**src/rtl/pipe_wb_regfile_if.sv**
```systemverilog
// rtl/pipe_wb_regfile_if.sv - MEM/WB write-back, ID read-port and commit-record bundle
interface pipe_wb_regfile_if #(
  parameter int NREG = 32,
  parameter int DW   = 32
);
  localparam int AW = $clog2(NREG);

  logic          wwreg;
  logic          wm2reg;
  logic [AW-1:0] wrn;
  logic [DW-1:0] wmo;
  logic [DW-1:0] walu;
  logic [AW-1:0] rna;
  logic [AW-1:0] rnb;
  logic [DW-1:0] qa;
  logic [DW-1:0] qb;
  logic [DW-1:0] wdi;
  logic          cv;
  logic [AW-1:0] crn;
  logic [DW-1:0] cdata;

  modport master (
    output wwreg, wm2reg, wrn, wmo, walu, rna, rnb,
    input  qa, qb, wdi, cv, crn, cdata
  );

  modport slave (
    input  wwreg, wm2reg, wrn, wmo, walu, rna, rnb,
    output qa, qb, wdi, cv, crn, cdata
  );
endinterface

```
**src/rtl/pipe_wb_regfile.sv**
```systemverilog
// rtl/pipe_wb_regfile.sv - write-back mux, 32x32 register file with write-through reads, commit record
// Optional WB_STATS_EN adds the wcount committed-write counter.
module pipe_wb_regfile #(
  parameter int NREG = 32,
  parameter int DW   = 32
) (
  input  logic              clock,
  input  logic              reset,
  pipe_wb_regfile_if.slave  wb
`ifdef WB_STATS_EN
  ,
  output logic [31:0]       wcount
`endif
);
  localparam int AW = $clog2(NREG);

  logic [DW-1:0] regs [NREG];
  logic          we;
  logic [DW-1:0] wdi;
  logic [DW-1:0] qa;
  logic [DW-1:0] qb;
  logic          cv;
  logic [AW-1:0] crn;
  logic [DW-1:0] cdata;

  always_comb begin
    wdi = wb.wm2reg ? wb.wmo : wb.walu;
  end

  // Gating with reset also disables the bypass while reset is held.
  assign we = wb.wwreg & (wb.wrn != '0) & ~reset;

  always_comb begin
    qa = '0;
    if (wb.rna != '0) begin
      if (we && (wb.wrn == wb.rna)) begin
        qa = wdi;
      end else begin
        qa = regs[wb.rna];
      end
    end
  end

  always_comb begin
    qb = '0;
    if (wb.rnb != '0) begin
      if (we && (wb.wrn == wb.rnb)) begin
        qb = wdi;
      end else begin
        qb = regs[wb.rnb];
      end
    end
  end

  // regs[0] is cleared by reset and never written since we excludes wrn=0.
  always_ff @(posedge clock) begin
    if (reset) begin
      for (int i = 0; i < NREG; i++) begin
        regs[i] <= '0;
      end
    end else if (we) begin
      regs[wb.wrn] <= wdi;
    end
  end

  always_ff @(posedge clock) begin
    if (reset) begin
      cv    <= 1'b0;
      crn   <= '0;
      cdata <= '0;
    end else begin
      cv    <= we;
      crn   <= we ? wb.wrn : '0;
      cdata <= we ? wdi : '0;
    end
  end

`ifdef WB_STATS_EN
  always_ff @(posedge clock) begin
    if (reset) begin
      wcount <= '0;
    end else if (we) begin
      wcount <= wcount + 32'd1;
    end
  end
`endif

  assign wb.wdi   = wdi;
  assign wb.qa    = qa;
  assign wb.qb    = qb;
  assign wb.cv    = cv;
  assign wb.crn   = crn;
  assign wb.cdata = cdata;
endmodule

```
**src/flat_wrapper.sv**
```systemverilog
// flat-port wrapper written by rule: the top's interface ports become plain ports
module pipe_wb_regfile_flat 
#(
  parameter int NREG = 32,
  parameter int DW   = 32
)
  (clock, reset, wb_wwreg, wb_wm2reg, wb_wrn, wb_wmo, wb_walu, wb_rna, wb_rnb, wb_qa, wb_qb, wb_wdi, wb_cv, wb_crn, wb_cdata);
  pipe_wb_regfile_if #(.NREG(NREG), .DW(DW)) wb_i ();
  input  logic clock;
  input  logic reset;
  input wire logic [$bits(wb_i.wwreg)-1:0] wb_wwreg;
  input wire logic [$bits(wb_i.wm2reg)-1:0] wb_wm2reg;
  input wire logic [$bits(wb_i.wrn)-1:0] wb_wrn;
  input wire logic [$bits(wb_i.wmo)-1:0] wb_wmo;
  input wire logic [$bits(wb_i.walu)-1:0] wb_walu;
  input wire logic [$bits(wb_i.rna)-1:0] wb_rna;
  input wire logic [$bits(wb_i.rnb)-1:0] wb_rnb;
  output wire logic [$bits(wb_i.qa)-1:0] wb_qa;
  output wire logic [$bits(wb_i.qb)-1:0] wb_qb;
  output wire logic [$bits(wb_i.wdi)-1:0] wb_wdi;
  output wire logic [$bits(wb_i.cv)-1:0] wb_cv;
  output wire logic [$bits(wb_i.crn)-1:0] wb_crn;
  output wire logic [$bits(wb_i.cdata)-1:0] wb_cdata;
  assign wb_i.wwreg = wb_wwreg;
  assign wb_i.wm2reg = wb_wm2reg;
  assign wb_i.wrn = wb_wrn;
  assign wb_i.wmo = wb_wmo;
  assign wb_i.walu = wb_walu;
  assign wb_i.rna = wb_rna;
  assign wb_i.rnb = wb_rnb;
  assign wb_qa = wb_i.qa;
  assign wb_qb = wb_i.qb;
  assign wb_wdi = wb_i.wdi;
  assign wb_cv = wb_i.cv;
  assign wb_crn = wb_i.crn;
  assign wb_cdata = wb_i.cdata;
  pipe_wb_regfile #(.NREG(NREG), .DW(DW)) u_core (.clock(clock), .reset(reset), .wb(wb_i));
endmodule
```
**config.mk**
```make
export PLATFORM = sky130hd
export DESIGN_NAME = pipe_wb_regfile_flat
export DESIGN_NICKNAME = d
export VERILOG_FILES = /design/src/rtl/pipe_wb_regfile_if.sv /design/src/rtl/pipe_wb_regfile.sv /design/src/flat_wrapper.sv
export SDC_FILE = /design/constraint.sdc
export NUM_CORES = 2
export LEC_CHECK = 0
export ABC_AREA = 1
export CAP_MARGIN = 10
export CELL_PAD_IN_SITES_DETAIL_PLACEMENT = 1
export CELL_PAD_IN_SITES_GLOBAL_PLACEMENT = 2
export CORE_UTILIZATION = 40
export CTS_CLUSTER_SIZE = 40
export DETAILED_ROUTE_END_ITERATION = 12
export PLACE_DENSITY_LB_ADDON = 0.1
export SYNTH_ARGS = -nofsm -noshare
export SYNTH_HDL_FRONTEND = slang
export SYNTH_SLANG_ARGS = --single-unit
```
**constraint.sdc**
```tcl
create_clock -name clock -period 5.8 [get_ports clock]
set_clock_uncertainty 0.05 [all_clocks]
set_input_delay 1.16 -clock clock [delete_from_list [all_inputs] [get_ports clock]]
set_output_delay 1.16 -clock clock [all_outputs]
set_load 0.1 [all_outputs]
```
==> results.ini <==
[cells_and_area]
n_fill_cell=18200
drive_gt1_frac=0.0801
final_nets=7966
final_common_cell=nand2_1
final_cell_mix=nand2_1, nor2_1, nand3_1
final_core_util=0.468
area_delta_synth_final_pct=16.0
design_area_um2=70000

[critical_path]
startpoint_type=input pin
worst-path-max-fanout=32
cp.arrival_ns=4.18
crit_path_end_kind=output port
path_class=input pin to output port
required_ns=4.59

[job]
cap_viol_max_count=0

[place]
dp_hpwl_um=178000
routabilityCongestion=0.884
placed_area_um2=65900
port_buffers=216

[floorplan]
rows=142
ios=217
core_area_um2=150000
die_height_um=391
die_area_um2=153000
die_x_um=391
start_util=0.403

[detailed_routing]
first_pass_iters=5
via_per_inst=5.74
avgRoutedWirePerCell_um=28.2
drtIter0Drc=5702
vias=57400
route.antenna.remaining_nets=0
drt_wl_total_um=282000
drc=0

[global_route]
overflow=0
track_usage=0.365
grt_first_pass_wirelength_um=403000
grt_start_max_net_pins=161
grt_pass1_vias=57700
antenna_found_initial=6

[timing]
final-max-slew-violation-count=0
fin_crit_ns=5.39
max-slew-margin-rel=0.176
hold_viol=0
worst_pin_slew_ns=1.23
finalSetupViolCount=0
clock.fmax_ghz=0.186
timing.hold.ws_ns=1.05
period_share=0.929
rsz0062_at_grt=no
setup_tns_ns=0

[synthesis]
synthAdderAreaFrac=0
netlist.top_cell.by_area=edfxtp_1
synth_top_family_by_area=simple AND/OR/NAND/NOR gates
synth.top_cell.area_share=0.509
ys_warn_count=0
synthXorXnorAreaFrac=0.000870
synthCells=7917
avgSynthCellArea_um2=7.63
synthSimpleGateAreaFrac=0.297
synth-seq-cells=1062
ys_seq_area_frac=0.522
yosysUniqueCellTypes=24
synth_compound_area_frac=0.0771
synthTopCellsByArea=edfxtp_1, nand2_1, nand3_1, nor2_1, inv_1
syn_area_um2=60400
muxShareOfSynthArea=0

[power_and_ir_drop]
powerDensity_nw_per_um2=304
leakage_nw=31.0
ir_drop_uv=225

[clock_tree]
cts_tree=done
numCtsBuffers=133
cts_hold_buffers=0
cts.sinks=1062
root_buffer=clkbuf_16
htree_levels=4
cts_setup_buffers=0
cts.clk_slew.worst_paths_ns=0.05
ctsResizeCount=0
clock_path_buffers=3

[hold_path]
hold_path.class=input pin to register

[run_status]
run_status=completed

-- final timing paths --
kind,startpoint,to,slack [ns],cells after the start
max,wb_rnb[4],wb_qb[0],0.41,10
min,reset,u_core.regs[0][30]$_SDFFCE_PN0P_,1.05,2
-- through the flow --
stage / power (mW) / cells / setup slack [ns]
after detailed placement: 13.2 / 9764 / 0.480
after CTS: 21.3 / 9997 / 0.476
after global routing: 21.8 / 9998 / 0.376
after floorplan: 11.4 / 7948 / 0.809
final: 21.3 / 10000 / 0.411
after global placement: 13.2 / 9764 / 0.467
-- Yosys cell counts --
cell      count
a21oi_1     424
buf_1        84
buf_2       233
buf_4        14
clkbuf_1    325
clkinv_1      6
conb_1        1
dfxtp_1      38
edfxtp_1   1024
inv_1       896
inv_2        11
nand2_1    1849
nand2_2       1
nand3_1    1150
nand4_1       4
nor2_1     1311
nor3_1        7
nor3_2        3
o211ai_1     26
o21ai_0     436
o21ai_1      32
or2_2        36
xnor2_1       3
xor2_1        3
-- worst max-delay path, stage by stage --
cell	delay [ns]
buf_4	0.25
nor2_4	0.74
buf_4	0.75
nand4_1	0.25
buf_4	0.40
nand2_1	0.15
inv_1	0.04
nand2_1	0.07
inv_1	0.10
buf_12	0.18
-- area by class of cell --
class | count | area (um2) | area share
Multi-Input combinational cell | 5317 | 23200 | 0.332
Clock inverter | 46 | 377 | 0.00538
Inverter | 913 | 3460 | 0.0494
Timing Repair Buffer | 456 | 5160 | 0.0736
Clock buffer | 187 | 3750 | 0.0536
Sequential cell | 1062 | 31500 | 0.450
Antenna cell | 4 | 10.0 | 0.000143
Tap cell | 2016 | 2520 | 0.0360
-- cells by family (layout without fill, tap and decap cells) --
logic type | Yosys count | in the layout
AOI/OAI and AO/OA | 918 | 918
xor gates and xnor gates | 6 | 6
buffers and inverters | 1569 | 1602
DFF | 1062 | 1062
other | 1 | 36
and+or+nand+nor | 4361 | 4361
-- report_power, final --
group          leakage, nW  total [mW]  internal, mW  switching (mW)
logic                 19.0        4.15          1.03            3.12
registers             10.1        8.98          8.82           0.156
clock network         2.02        8.13          4.76            3.38
total                 31.0        21.3          14.6            6.65
-- sequential cells by signal, indices dropped and copies added (netlist names) --
name,cells
u_core.regs,1024
u_core.wb.cdata,32
u_core.wb.crn,5
u_core.wb.cv,1
-- layer usage --
layer	vias up	track usage	part of all wire
met4	0	0.247	0.074
met2	2321	0.570	0.45
met5	-	0	0
met3	534	0.0546	0.069
li1	25400	-	-
met1	29100	0.468	0.41
Note: power is estimated with default switching activity, not from simulation.
